<file path="src/rtl/divider_pkg.sv">
// Shared types and sizing helpers for the non-restoring divider.
// Imported by the divider top level.
package divider_pkg;

    typedef enum logic [1:0] {
        ST_IDLE,
        ST_DIVIDE,
        ST_RESTORE
    } state_t;

    localparam int unsigned DEF_WIDTH = 32;
    localparam int unsigned CNT_W     = $clog2(DEF_WIDTH);

    function automatic int unsigned cnt_width(input int unsigned w);
        return $clog2(w);
    endfunction

endpackage

</file>
<file path="src/rtl/non_restoring_divider.sv">
// Signed multi-cycle non-restoring divider, one quotient bit per cycle.
// Magnitudes are divided unsigned; signs are applied in the final step.
module non_restoring_divider
    import divider_pkg::*;
#(
    parameter int DATA_WIDTH = DEF_WIDTH
) (
    input  logic                  clk_i,
    input  logic                  rst_n_i,
    input  logic                  clk_en_i,
    input  logic                  valid_entry_i,
    input  logic [DATA_WIDTH-1:0] dividend_i,
    input  logic [DATA_WIDTH-1:0] divisor_i,
    output logic [DATA_WIDTH-1:0] quotient_o,
    output logic [DATA_WIDTH-1:0] remainder_o,
    output logic                  divide_by_zero_o,
    output logic                  data_valid_o,
    output logic                  busy_o
);

    localparam int W  = DATA_WIDTH;
    localparam int CW = cnt_width(DATA_WIDTH);

    state_t          state_q;
    state_t          state_d;
    logic [CW-1:0]   cnt_q;
    logic [W:0]      rem_q;
    logic [W-1:0]    quo_q;
    logic [W-1:0]    dvs_q;
    logic            q_neg_q;
    logic            r_neg_q;

    logic            dvs_zero;
    logic            last_step;
    logic [W-1:0]    dvd_abs;
    logic [W-1:0]    dvs_abs;
    logic [W:0]      shifted;
    logic [W:0]      stepped;
    logic [W-1:0]    rem_fix;
    logic [W-1:0]    quo_sgn;
    logic [W-1:0]    rem_sgn;

    assign dvs_zero  = (divisor_i == '0);
    assign last_step = (cnt_q == CW'(W - 1));

    assign dvd_abs = dividend_i[W-1] ? (~dividend_i + W'(1)) : dividend_i;
    assign dvs_abs = divisor_i[W-1]  ? (~divisor_i + W'(1))  : divisor_i;

    // A negative partial remainder is carried forward and repaired by
    // adding on the next step instead of restoring immediately.
    assign shifted = {rem_q[W-1:0], quo_q[W-1]};
    assign stepped = rem_q[W] ? (shifted + {1'b0, dvs_q})
                              : (shifted - {1'b0, dvs_q});

    assign rem_fix = rem_q[W-1:0] + (rem_q[W] ? dvs_q : '0);
    assign quo_sgn = q_neg_q ? (~quo_q + W'(1))   : quo_q;
    assign rem_sgn = r_neg_q ? (~rem_fix + W'(1)) : rem_fix;

    assign busy_o = (state_q != ST_IDLE);

    // State register
    always_ff @(posedge clk_i or negedge rst_n_i) begin
        if (!rst_n_i) begin
            state_q <= ST_IDLE;
        end else begin
            state_q <= state_d;
        end
    end

    // Next-state logic; nothing moves while the clock enable is low
    always_comb begin
        state_d = state_q;
        if (clk_en_i) begin
            unique case (state_q)
                ST_IDLE: begin
                    if (valid_entry_i && !dvs_zero) begin
                        state_d = ST_DIVIDE;
                    end
                end
                ST_DIVIDE: begin
                    if (last_step) begin
                        state_d = ST_RESTORE;
                    end
                end
                ST_RESTORE: state_d = ST_IDLE;
                default:    state_d = ST_IDLE;
            endcase
        end
    end

    // Datapath, step counter and registered results
    always_ff @(posedge clk_i or negedge rst_n_i) begin
        if (!rst_n_i) begin
            cnt_q            <= '0;
            rem_q            <= '0;
            quo_q            <= '0;
            dvs_q            <= '0;
            q_neg_q          <= 1'b0;
            r_neg_q          <= 1'b0;
            quotient_o       <= '0;
            remainder_o      <= '0;
            divide_by_zero_o <= 1'b0;
            data_valid_o     <= 1'b0;
        end else if (clk_en_i) begin
            data_valid_o <= 1'b0;
            unique case (state_q)
                ST_IDLE: begin
                    if (valid_entry_i && dvs_zero) begin
                        quotient_o       <= '1;
                        remainder_o      <= dividend_i;
                        divide_by_zero_o <= 1'b1;
                        data_valid_o     <= 1'b1;
                    end else if (valid_entry_i) begin
                        rem_q   <= '0;
                        quo_q   <= dvd_abs;
                        dvs_q   <= dvs_abs;
                        q_neg_q <= dividend_i[W-1] ^ divisor_i[W-1];
                        r_neg_q <= dividend_i[W-1];
                        cnt_q   <= '0;
                    end
                end
                ST_DIVIDE: begin
                    rem_q <= stepped;
                    quo_q <= {quo_q[W-2:0], ~stepped[W]};
                    cnt_q <= cnt_q + CW'(1);
                end
                ST_RESTORE: begin
                    quotient_o       <= quo_sgn;
                    remainder_o      <= rem_sgn;
                    divide_by_zero_o <= 1'b0;
                    data_valid_o     <= 1'b1;
                    cnt_q            <= '0;
                end
                default: begin
                    cnt_q <= '0;
                end
            endcase
        end
    end

endmodule

</file>
<file path="config.mk">
export PLATFORM = sky130hd
export DESIGN_NAME = non_restoring_divider
export DESIGN_NICKNAME = d
export VERILOG_FILES = /design/src/rtl/divider_pkg.sv /design/src/rtl/non_restoring_divider.sv
export SDC_FILE = /design/constraint.sdc
export NUM_CORES = 1
export LEC_CHECK = 0
export CAP_MARGIN = 20
export CELL_PAD_IN_SITES_DETAIL_PLACEMENT = 2
export CELL_PAD_IN_SITES_GLOBAL_PLACEMENT = 2
export CORE_MARGIN = 2
export CORE_UTILIZATION = 38
export DETAILED_ROUTE_END_ITERATION = 8
export GPL_ROUTABILITY_DRIVEN = 0
export PLACE_DENSITY = 0.88
export SLEW_MARGIN = 10
export SYNTH_ARGS = -nofsm -noshare
export SYNTH_HDL_FRONTEND = slang
export SYNTH_SLANG_ARGS = --single-unit
</file>
<file path="constraint.sdc">
create_clock -name clk_i -period 8.4 [get_ports clk_i]
set_input_delay 1.26 -clock clk_i [delete_from_list [all_inputs] [get_ports clk_i]]
set_output_delay 1.26 -clock clk_i [all_outputs]
set_load 0.02 [all_outputs]
</file>
---- Yosys cells after proc, flatten, opt, wreduce, memory -nomap -nowiden ----
Cells that the tools add are included.
cells by class
  add/sub/neg operators ................... 8
  eq/ne operators ......................... 8
  muxes and demuxes ....................... 26
  bitwise gates (word level) .............. 7
  reductions and logical operators ........ 13
operator list
  operator               count
  $mux 32                9
  $pmux 32 s2            3
  $add 32x1->32 const B  4
  $not 32->32            4
  $mux 33                3
  $pmux 33 s2            1
  $add 33x32->33         1
  $sub 33x32->33         1
  $add 32x32->32         1
  $logic_not 32->1       1
  $mux 5                 2
  $ne 2x2->1 const B     5
  $pmux 5 s2             1
  $reduce_and 3->1       3
  $reduce_and 4->1       2
  $reduce_bool 2->1      3
  $add 5x1->5 const B    1
  $eq 5x5->1 const B     1
  $mux 2                 2
  $pmux 1 s2             2
  $pmux 2 s2             1
  $eq 2x1->1 const B     1
  $eq 2x2->1 const B     1
  $logic_and 1x1->1      2
  other kinds (5)        7
word-level totals
  bits in registers ....................... 172
  bits of input ports ..................... 68
  output and inout port bits .............. 67
  word-level logic and storage cells ...... 73

---- Longest topological paths before layout ----
Gate-level depths: netlist (run 1).
  word-level depth ........................ 6
  depth in mapped cells ................... 19
  mapped depth without buffers ............ 19

---- Worst setup path after synthesis (run 1) ----
No wires, ideal clock.
  kind .................................... flip-flop to flip-flop
  start point ............................. register rem_q[32]
  end point ............................... register remainder_o[30]
  setup time .............................. 0.131 ns
  arrival time ............................ 3.958 ns
  data required time ...................... 8.269 ns
  path slack .............................. 4.311 ns
  cell stages (with the launch flop) ...... 18
  buffers on the path ..................... 3
  clock period less this slack ............ 4.089 ns
  path through ............................ dfrtp_1 > clkbuf_1 > clkinv_1 > nor2_1 > ha_1 > fa_1 > clkbuf_1 > a211oi_1 > o21ai_1 > a32o_1 > or3_1 > a22oi_2 > nand4_1 > or4_1 > clkbuf_1 > o31ai_1 > xor2_1 > o21ai_1
between the ends
  cells in the longest elaborated chain, start to end .. 6
RTL lines
  what                      line                          RTL
  start: declaration        non_restoring_divider.sv:27   logic [W:0] rem_q;
  start signal: assignment  non_restoring_divider.sv:123  rem_q <= stepped;
  $mux 32 *                 non_restoring_divider.sv:55   assign rem_fix = rem_q[W-1:0] + (rem_q[W] ? dvs_q : '0);
  $add 32x32->32 *          non_restoring_divider.sv:55
  $not 32->32               non_restoring_divider.sv:57   assign rem_sgn = r_neg_q ? (~rem_fix + W'(1)) : rem_fix;
  $add 32x1->32             non_restoring_divider.sv:57
  $mux 32 *                 non_restoring_divider.sv:57
  $pmux 32 s2 *             non_restoring_divider.sv:106  unique case (state_q)
  end signal: assignment    non_restoring_divider.sv:110  remainder_o <= dividend_i;
  end signal: assignment    non_restoring_divider.sv:129  remainder_o <= rem_sgn;
  end: declaration          non_restoring_divider.sv:15   output logic [DATA_WIDTH-1:0] remainder_o,
Mark *: on every way between the ends. The rest lies on a longest branch, timed or not.
A chain may end at the register's enable or synchronous reset.

---- Final worst setup path (run 1) ----
  start point ............................. input port divisor_i[6]
  end point ............................... register rem_q[32]
between the ends
  cells in the longest elaborated chain, start to end .. 4
RTL lines
  what                               line                          RTL
  start: declaration                 non_restoring_divider.sv:13   input logic [DATA_WIDTH-1:0] divisor_i,
  $logic_not 32->1                   non_restoring_divider.sv:43   assign dvs_zero = (divisor_i == '0);
  $logic_and 1x1->1                  non_restoring_divider.sv:108  if (valid_entry_i && dvs_zero) begin
  $ne 2x2->1 (no source line)        --
  $reduce_and 4->1 (no source line)  --
No other way between the ends.

==> results.tsv, run 1 <==
stage	metric	value	unit
critical_path	worst-path maximum fanout	67	
grt	first-pass GRT wire length	80650	um
flow_run	max_cap viols	0	
synth	Post-Synthesis Net Count	1827	
synth	synth top area cells	dfrtp_1 (31%), xor2_1 (8.8%), ha_1 (6.4%)	
floorplanning	die footprint	37790	um2
sta	fin. max-slew vios	0	
clocking	total CTS buffers	17	
floorplanning	die height	194.4	um
floorplanning	starting density of the core	38.63	%
synth	Post-Syn Area per Cell	8.165	um2
critical_path	FF-to-FF End	quo_q[0]	
status	status	finished, violations left	
clocking	Worst-path clk slew	0.08	ns
sta	Final setup viols	0	
synth	gate count of the mapped netlist	1687	
cells_and_area	area growth from synthesis to layout	16.81	%
grt	gr ovfl total	0	
routing	drt pass-1 iters	7	
floorplanning	CORE AREA	35660	um2
sta	Slew @ Worst Pin	1.112	ns
hold_path	HP Class	register to register	
routing	initial DRC count	763	
sta	slew margin rel.	25.85	%
power_and_ir_drop	P_leak	0.006968	uW
cells_and_area	Nets	1909	
critical_path	crit path DAT	5.84	ns
synth	top cell type's share of synthesized area	31.25	%
synth	Synth area leader	dfrtp_1	
critical_path	Setup crit start	divisor_i[6]	
synth	Cell Area, Synth	13770	um2
clocking	Post-CTS Setup Inserts	0	
floorplanning	Ports	135	
floorplanning	row count	69	
clocking	H-Tree Depth	4	
clocking	CTS root buf	clkbuf_16	
critical_path	data required time of the critical path	8.76	ns
cells_and_area	finished layout cell area	16090	um2
placed_design	Final HPWL DP	37190	um
synth	post-synthesis cell type count	82	
cells_and_area	antenna diode count	0	
clocking	Gates resized, CTS repair	0	
status	failing checks	design-rule violations	
sta	Final Hold Fails	0	
grt	total track usage	26.83	%
routing	overall routed net length	50540	um
synth	synth warn	0	
sta	Clock Skew	0.01518	ns
critical_path	Startpoint Class	input port	
critical_path	reg2reg setup slack	3.31	ns
synth	Seq/Total Area, Yosys	31.25	%
synth	FFs w/ async S/R, synth	100.0	%
grt	initial antenna violation count	0	
routing	Final ANT Viol Nets	0	
clocking	CTS tree	yes	
routing	DRC violations left	17	
synth	Synth Register Bits	172	
synth	EDFF count, synth	0	
critical_path	R2R cell count	18	
sta	fmax	182.2	MHz
floorplanning	die width	194.4	um
routing	Routed WL per cell	22.53	um
clocking	clk sinks	172	
power_and_ir_drop	VDD IR max	0.1523	mV
clocking	cts hold-fix bufs	0	
critical_path	Critical Path Sink Type	register	
cells_and_area	layout cell share with drive strength beyond 1	4.602	%
sta	Final min period	5.487	ns
power_and_ir_drop	PwrDens	419.2	nW/um2
synth	main flop type after synthesis	dfrtp_1	
sta	RSZ-0062 raised after global routing	false	
clocking	clk_lat worst skew	0.47	ns
clocking	Bufs on Longest Clock Path	2	
grt	vias in the first global route	14430	
critical_path	Setup CP Type	input port to register	
placed_design	DP Area	15470	um2
grt	pin count of the biggest net entering global routing	124	
critical_path	Reg-to-Reg Start	dvs_q[8]	
placed_design	port bufs	134	
sta	Fin Setup TNS	0	ns
critical_path	capture point of the critical path	rem_q[32]	
sta	Tcrit/Tclk final	65.32	%
routing	Via Count	13370	
routing	Vias/cell	5.962	
## synth_stat cells, drive strengths merged, types with 4 or more instances
cell	n
nand2	185
o21ai	178
dfrtp	172
nor2	143
xor2	139
a21oi	137
ha	70
clkbuf	65
o31ai	56
xnor2	55
a21o	48
inv	41
and2	33
nor3	27
a22oi	25
nand3	22
buf	21
or3	21
o41ai	19
or4	19
nor2b	15
nor4	15
nand4	14
a31oi	13
nand2b	12
o21a	12
or2	12
a211oi	10
and3	9
a211o	8
a221o	8
mux2i	7
o211ai	5
o21bai	5
o22a	5
a2111oi	4
o2111ai	4
## worst min-delay path by stage
stage / cells after the start / endpoint / startpoint / slack [ns]
floorplan: 2 / dvs_q[17] / dvs_q[17] / 0.45
global placement: 1 / divide_by_zero_o / divide_by_zero_o / 0.46
detailed placement: 1 / divide_by_zero_o / divide_by_zero_o / 0.48
CTS: 1 / divide_by_zero_o / divide_by_zero_o / 0.49
global route: 1 / divide_by_zero_o / divide_by_zero_o / 0.53
finish: 1 / divide_by_zero_o / divide_by_zero_o / 0.49
## final cells by class
cell class / instances / area (um2)
Sequential cell: 172 / 4304
Inverter: 42 / 157.7
Timing Repair Buffer: 149 / 1508
Fill cell: 3995 / 19570
Clock inverter: 14 / 112.6
Multi-Input combinational cell: 1387 / 9002
Clock buffer: 18 / 429.2
Tap cell: 461 / 576.8
## metal layers
metal	up-vias	routed length, um	part of all wire, %	track usage [%]
li1	6247	-	-	-
met1	6740	21490	43	32.21
met2	313	25640	51	48.59
met3	72	2066	4.1	4.130
met4	0	1352	2.7	9.516
met5	-	0	0	0
## worst max-delay path, stage by stage
cell and delay, ns:
clkdlybuf4s50_1 0.49, or4_4 0.60, nor4_1 0.47, nand4b_1 0.25, or4_1 0.52, nor3_1 0.56
nor2b_1 0.20, o21ai_4 0.17, buf_4 0.50, buf_12 0.32, nor3_1 0.11, a221o_1 0.37
## power by group
part	internal (uW)	leakage, uW	total (uW)	switching (uW)
sequential	1090	0.00220	1520	428
clock	384	0.000262	767	383
combinational	1760	0.00450	4460	2700
total	3230	0.00697	6740	3510
## registers in the layout, summed over array words and instances (netlist names)
name and flops:
rem_q 33, dvs_q 32, quo_q 32, quotient_o 32, remainder_o 32, cnt_q 5
state_q 2, data_valid_o 1, divide_by_zero_o 1, q_neg_q 1, r_neg_q 1
## through the flow
stage,hold slack (ns),cells,worst slack (ns),power [uW],utilization [%]
after global routing,0.5295,2243,2.763,7293,45.13
after global placement,0.4584,2208,2.627,5481,43.39
after floorplan,0.4498,1687,4.311,4578,-
final,0.4864,2243,2.913,6745,45.13
after CTS,0.4919,2240,2.968,6719,44.91
after detailed placement,0.4766,2208,2.477,5804,43.39
## placed cells by master, fill, tap and decap left out, drive strengths merged, types with 13 or more instances in the layout
| cell | n |
|---|---|
| nor4 | 15 |
| xnor2 | 55 |
| a21oi | 137 |
| buf | 16 |
| inv | 46 |
| nand3 | 22 |
| or4 | 19 |
| o31ai | 56 |
| a21o | 48 |
| a31oi | 13 |
| nor2b | 15 |
| and2 | 33 |
| dfrtp | 172 |
| xor2 | 139 |
| nor3 | 27 |
| o41ai | 19 |
| a22oi | 25 |
| clkdlybuf4s50 | 133 |
| nor2 | 143 |
| o21ai | 178 |
| clkbuf | 18 |
| or3 | 21 |
| ha | 70 |
| nand2 | 185 |
| nand4 | 14 |
## logic make-up after synthesis
| group | after synthesis | synth area share (%) |
|---|---|---|
| AO/OA/AOI/OAI | 565 | 26.32 |
| adder cells (fa/ha/maj) | 72 | 6.649 |
| multiplexers | 10 | 0.7539 |
| XOR/XNOR | 194 | 12.34 |
| buffers and inverters | 128 | 3.606 |
| flip-flops | 172 | 31.25 |
| AND/OR/NAND/NOR | 546 | 19.09 |
Note: power is estimated with default switching activity, not from simulation.
==> run 2, diff against run 1 <==
--- a/config.mk
+++ b/config.mk
@@ -9,10 +9,10 @@
 export CELL_PAD_IN_SITES_DETAIL_PLACEMENT = 2
 export CELL_PAD_IN_SITES_GLOBAL_PLACEMENT = 2
 export CORE_MARGIN = 2
-export CORE_UTILIZATION = 38
+export CORE_UTILIZATION = 35
 export DETAILED_ROUTE_END_ITERATION = 8
 export GPL_ROUTABILITY_DRIVEN = 0
-export PLACE_DENSITY = 0.88
+export PLACE_DENSITY = 0.82
 export SLEW_MARGIN = 10
 export SYNTH_ARGS = -nofsm -noshare
 export SYNTH_HDL_FRONTEND = slang
==> constraint.sdc (replaced) <==
create_clock -name clk_i -period 5.5 [get_ports clk_i]
set_input_delay 0.825 -clock clk_i [delete_from_list [all_inputs] [get_ports clk_i]]
set_output_delay 0.825 -clock clk_i [all_outputs]
set_load 0.02 [all_outputs]
==> run 2 against run 1 <==
The flow now finishes without violations. Sequential power rose by 46%. Combinational power increased by 52%. Global-route usage is 3.4 points lower. Via count is 2.3% lower. Non-clock buffer count is 9 higher. First-iteration DRC count down 25%. Flip-flop and latch count unchanged. Critical path depth is 7 higher. Clock-buffer cell count increased by 1. Final cell count is 2.9% higher. Wire length is 6.0% lower. Core utilization shrank 3.2 points. Critical path type is now register to register. Largest cell class unchanged.
==> results.tsv, run 2 (synthesis gave the netlist of run 1 again) <==
stage	metric	value	unit	change
hold_path	HP Class	input port to async pin		
critical_path	worst-path maximum fanout	6		-91%
clocking	CTS root buf	clkbuf_16		
cells_and_area	Nets	1918		+0.47%
routing	DRC violations left	0		-17
floorplanning	CORE AREA	38740	um2	+8.6%
routing	initial DRC count	569		-25%
flow_run	max_cap viols	0		unchanged
sta	slew margin rel.	30.94	%	+5.1 points
cells_and_area	layout cell share with drive strength beyond 1	5.081	%	+0.48 points
sta	Final setup viols	0		unchanged
floorplanning	die width	202.4	um	+4.1%
routing	Via Count	13070		-2.3%
clocking	Gates resized, CTS repair	0		unchanged
clocking	H-Tree Depth	4		unchanged
clocking	Worst-path clk slew	0.07	ns	about the same
critical_path	crit-path max cell delay	0.47	ns	-0.13 ns
critical_path	Crit. path cell count	19		+7
sta	Clock Skew	0.01560	ns	+0.0004217 ns
floorplanning	die footprint	40960	um2	+8.4%
cells_and_area	Non-Filler Instances	2309		+2.9%
routing	Routed WL per cell	20.59	um	-8.6%
power_and_ir_drop	VDD IR max	0.2312	mV	+52%
sta	Slew @ Worst Pin	1.036	ns	-0.07636 ns
sta	Fin Setup TNS	0	ns	unchanged
clocking	Bufs on Longest Clock Path	2		unchanged
critical_path	Critical path buffers and inverters	3		unchanged
placed_design	port bufs	134		unchanged
sta	Final min period	4.967	ns	
floorplanning	row count	72		+4.3%
floorplanning	Ports	135		unchanged
routing	Final ANT Viol Nets	0		unchanged
critical_path	Startpoint Class	register		
routing	Vias/cell	5.661		-5.0%
routing	overall routed net length	47530	um	-6.0%
critical_path	Slowest-stage cell, CP	a2111oi_0		
placed_design	pre-CTS setup slack	0.4548	ns	-2.022 ns
grt	gr ovfl total	0		unchanged
grt	total track usage	23.47	%	-3.4 points
clocking	clk_lat worst skew	0.47	ns	about the same
routing	drt pass-1 iters	5		-2
floorplanning	die height	202.4	um	+4.1%
grt	initial antenna violation count	0		unchanged
clocking	clk sinks	172		unchanged
status	status	complete, no violations		
clocking	Post-CTS Setup Inserts	0		unchanged
critical_path	reg2reg setup slack	0.53	ns	-2.78 ns
cells_and_area	antenna diode count	0		unchanged
sta	fin. max-slew vios	0		unchanged
critical_path	CP top delay family	compound AO/OA/AOI/OAI gates		
placed_design	Final HPWL DP	37240	um	+0.14%
sta	RSZ-0062 raised after global routing	false		
power_and_ir_drop	P_leak	0.007023	uW	+0.79%
sta	Final Hold Fails	0		unchanged
sta	setup slack after layout	0.5327	ns	-2.380 ns
cells_and_area	most common cell after layout, fill and taps aside	nand2_1		
placed_design	dpl cells	2276		+3.1%
critical_path	data required time of the critical path	5.81	ns	-2.95 ns
cells_and_area	area growth from synthesis to layout	17.93	%	
grt	first-pass GRT wire length	77300	um	-4.2%
critical_path	R2R cell count	19		+1
cells_and_area	most frequent cells in the layout	nand2_1 (185), dfrtp_1 (172), o21ai_0 (155)		
power_and_ir_drop	PwrDens	628.8	nW/um2	+50%
floorplanning	starting density of the core	35.56	%	-3.1 points
grt	pin count of the biggest net entering global routing	79		-36%
sta	fmax	201.3	MHz	
clocking	total CTS buffers	17		unchanged
clocking	CTS tree	yes		
cells_and_area	max reg flops	33		unchanged
sta	Tcrit/Tclk final	90.31	%	
cells_and_area	Top reg by flops	rem_q		
critical_path	Setup CP Type	register to register		
critical_path	critical path cell sequence	nor3_1, nand4b_1, nor4_1, buf_4, and3b_1, nor2_1, xor2_1, ha_1, inv_1, o21bai_1, a21oi_1, a21oi_1, a2111oi_0, o31ai_1, a211oi_1, o21a_1, mux2i_1, buf_4, o311ai_1		
grt	vias in the first global route	14160		-1.8%
clocking	cts hold-fix bufs	0		unchanged
critical_path	Critical Path Sink Type	register		
critical_path	crit path DAT	5.28	ns	-0.56 ns
## run 2: final timing paths
path	startpoint	to
setup / recovery	dvs_q[6]	quo_q[0]
hold / removal	rst_n_i	quo_q[4]
setup reg to reg	dvs_q[6]	quo_q[0]
hold reg to reg	divide_by_zero_o	divide_by_zero_o
max in group asynchronous	rst_n_i	quotient_o[28]
min in group clk_i	divide_by_zero_o	divide_by_zero_o
## run 2: cell type report
cell class / instances / area, um2
fill: 4427 / 22490
multi-input combinational: 1387 / 9001
sequential: 172 / 4304
inverter: 42 / 157.7
clock inverter: 13 / 117.6
clock buffer: 19 / 452.9
timing repair buffer: 158 / 1563
tap: 518 / 648.1
## run 2: power by group
group / internal (uW) / switching [uW]
registers: 1660 / 556
logic: 2720 / 4050
clock network: 621 / 596
total: 5010 / 5210
## run 2: per-layer routing
layer / part of all wire (%) / up-vias / wire length [um] / track usage [%]
li1: - / 6266 / - / -
met1: 46 / 6542 / 21910 / 29.84
met2: 49 / 196 / 23370 / 41.16
met3: 2.3 / 67 / 1087 / 2.822
met4: 2.5 / 0 / 1166 / 7.873
met5: 0 / - / 0 / 0
## run 2: metrics by stage
| step | utilization [%] | hold slack, ns | power, uW | area (um2) |
|---|---|---|---|---|
| floorplan | - | 0.4498 | 6992 | 13770 |
| global placement | 40.35 | 0.4690 | 8498 | 15630 |
| detailed placement | 40.39 | 0.4859 | 8932 | 15650 |
| CTS | 41.86 | 0.4171 | 10270 | 16220 |
| global route | 41.93 | 0.4345 | 11120 | 16240 |
| finish | 41.93 | 0.3815 | 10220 | 16240 |
==> run 3, diff against run 2 <==
--- a/config.mk
+++ b/config.mk
@@ -9,9 +9,11 @@
 export CELL_PAD_IN_SITES_DETAIL_PLACEMENT = 2
 export CELL_PAD_IN_SITES_GLOBAL_PLACEMENT = 2
 export CORE_MARGIN = 2
-export CORE_UTILIZATION = 35
+export CORE_UTILIZATION = 39
 export DETAILED_ROUTE_END_ITERATION = 8
+export DONT_BUFFER_PORTS = 1
 export GPL_ROUTABILITY_DRIVEN = 0
+export MAX_ROUTING_LAYER = met4
 export PLACE_DENSITY = 0.82
 export SLEW_MARGIN = 10
 export SYNTH_ARGS = -nofsm -noshare
==> run 3 against run 2 <==
Register-to-register slack hardly changed. Clock skew decreased by 0.00077 ns. Global-route usage is 3.8 points higher. Largest cell class unchanged. Wire length up 1.0%. Flip-flop and latch count stayed put. Fmax is essentially flat. Combinational power decreased by 3.4%. Via count shrank 3.9%. Die area is 10% lower. Sequential power rose by 5%. Worst setup slack got worse by 0.0043 ns. Worst hold slack got worse by 0.33 ns.
==> results.tsv, run 3 (synthesis gave the netlist of run 1 again) <==
stage	metric	value	unit	change
status	status	complete, no violations		
sta	Fin Setup TNS	0	ns	unchanged
cells_and_area	most common cell after layout, fill and taps aside	nand2_1		
critical_path	most frequent CP cell	a21oi_1		
critical_path	Startpoint Class	register		
sta	fin. max-slew vios	0		unchanged
routing	Vias/cell	5.976		+5.6%
clocking	CTS root buf	clkbuf_16		
power_and_ir_drop	VDD IR max	0.2609	mV	+13%
placed_design	port bufs	0		-100%
routing	drt pass-1 iters	5		unchanged
sta	WHS	0.05317	ns	-0.3283 ns
flow_run	max_cap viols	0		unchanged
grt	gr ovfl total	0		unchanged
routing	Routed WL per cell	22.84	um	+11%
grt	first-pass GRT wire length	76500	um	-1.0%
placed_design	Final HPWL DP	36250	um	-2.7%
floorplanning	Ports	135		unchanged
placed_design	pre-CTS setup slack	0.6706	ns	+0.2158 ns
sta	slew margin rel.	27.41	%	-3.5 points
sta	Tcrit/Tclk final	90.39	%	about the same
clocking	Bufs on Longest Clock Path	2		unchanged
grt	pin count of the biggest net entering global routing	173		+120%
clocking	clk_lat worst skew	0.47	ns	about the same
cells_and_area	most frequent cells in the layout	nand2_1 (185), dfrtp_1 (172), o21ai_0 (155)		
critical_path	data required time of the critical path	5.83	ns	+0.02 ns
cells_and_area	area growth from synthesis to layout	6.885	%	
sta	Clock Skew	0.01483	ns	-0.0007701 ns
grt	initial antenna violation count	0		unchanged
routing	overall routed net length	48010	um	+1.0%
floorplanning	die footprint	36840	um2	-10%
routing	Via Count	12560		-3.9%
sta	RSZ-0062 raised after global routing	false		
critical_path	crit-path max cell delay	0.45	ns	-0.02 ns
clocking	clk sinks	172		unchanged
critical_path	Critical Path Sink Type	register		
floorplanning	die width	191.9	um	-5.2%
clocking	total CTS buffers	17		unchanged
cells_and_area	filler cell count	3858		-13%
routing	Final ANT Viol Nets	0		unchanged
hold_path	HP Class	input port to async pin		
cells_and_area	layout cell share with drive strength beyond 1	4.797	%	-0.28 points
critical_path	Setup CP Type	register to register		
power_and_ir_drop	P_leak	0.006458	uW	-8.0%
clocking	Worst-path clk slew	0.08	ns	about the same
grt	vias in the first global route	13610		-3.9%
sta	fmax	201.1	MHz	about the same
clocking	Gates resized, CTS repair	0		unchanged
cells_and_area	max reg flops	33		unchanged
sta	Final min period	4.972	ns	+0.004267 ns
cells_and_area	antenna diode count	0		unchanged
sta	Final setup viols	0		unchanged
cells_and_area	Nets	1774		-7.5%
sta	Slew @ Worst Pin	1.088	ns	+0.05174 ns
floorplanning	starting density of the core	39.78	%	+4.2 points
critical_path	crit path DAT	5.30	ns	+0.02 ns
routing	DRC violations left	0		unchanged
clocking	cts hold-fix bufs	0		unchanged
clocking	H-Tree Depth	4		unchanged
floorplanning	row count	68		-5.6%
sta	setup slack after layout	0.5285	ns	-0.004267 ns
critical_path	worst-path maximum fanout	5		-1
grt	total track usage	27.24	%	+3.8 points
routing	initial DRC count	630		+11%
floorplanning	die height	191.9	um	-5.2%
sta	Final Hold Fails	0		unchanged
cells_and_area	Top reg by flops	rem_q		
critical_path	critical path cell sequence	nor3_1, nand4b_1, nor4_1, buf_4, and3b_1, nor2_1, xor2_1, ha_1, inv_1, o21bai_1, a21oi_1, a21oi_1, a2111oi_0, o31ai_1, a211oi_1, o21a_1, mux2i_1, o311ai_1		
power_and_ir_drop	PwrDens	688.4	nW/um2	+9.5%
clocking	CTS tree	yes		
clocking	Post-CTS Setup Inserts	0		unchanged
critical_path	Slowest-stage cell, CP	dfrtp_1		
floorplanning	CORE AREA	34630	um2	-11%
run 3: cell types whose count changed in the layout (fill, tap and decap cells not counted), sizes merged:
| cell | change |
|---|---|
| bufinv | +1 |
| clkdlybuf4s50 | -133 |
| buf | -11 |
| clkinv | -1 |
run 3: power by group:
part | switching, uW | leakage (uW) | internal (uW)
clock network | 607 | 0.000283 | 656
registers | 662 | 0.00220 | 1660
logic | 3980 | 0.00397 | 2570
run 3: metal layers:
metal / track usage (%) / routed length [um]
met1: 33.55 / 21780
met3: 3.910 / 1765
met2: 46.46 / 23430
met4: 7.663 / 1038
met5: - / 0
run 3: area by class of cell:
type	count	area, um2	area share [%]
multi-input combinational	1387	9001	61.14
clock buffer	19	442.9	3.008
sequential	172	4304	29.23
inverter	42	157.7	1.071
tap	455	569.3	3.867
timing repair buffer	14	105.1	0.7139
clock inverter	13	142.6	0.9688
run 3: critical path: cells and delay by family, from the launching register on:
kind            cells  cell delay, ns
xor+xnor            1            0.16
simple gates        5            1.42
fa+ha+maj           1            0.37
buf+inv             2            0.36
compound gates      8            1.81
mux                 1            0.25
flops               1            0.45
run 3: path summary, 6_finish.rpt:
check | startpoint | slack, ns | cells past startpoint | endpoint
worst max-delay path | dvs_q[8] | 0.53 | 18 | quo_q[0]
worst min-delay path | rst_n_i | 0.05 | 0 | quo_q[9]
worst max register to register | dvs_q[8] | 0.53 | 18 | quo_q[0]
worst min register to register | dvs_q[17] | 0.51 | 2 | dvs_q[17]
max in group asynchronous | rst_n_i | 5.20 | 0 | rem_q[28]
min in group clk_i | clk_en_i | 0.45 | 1 | state_q[1]
run 3: stage by stage:
step	instance area (um2)	instances	total power (uW)	util, %
final	14720	2102	10140	42.52
after global routing	14720	2102	10980	42.52
after CTS	14720	2102	10140	42.52
after detailed placement	14140	2070	8733	40.83
after global placement	14140	2070	8330	40.83
after floorplan	13770	1687	6992	-
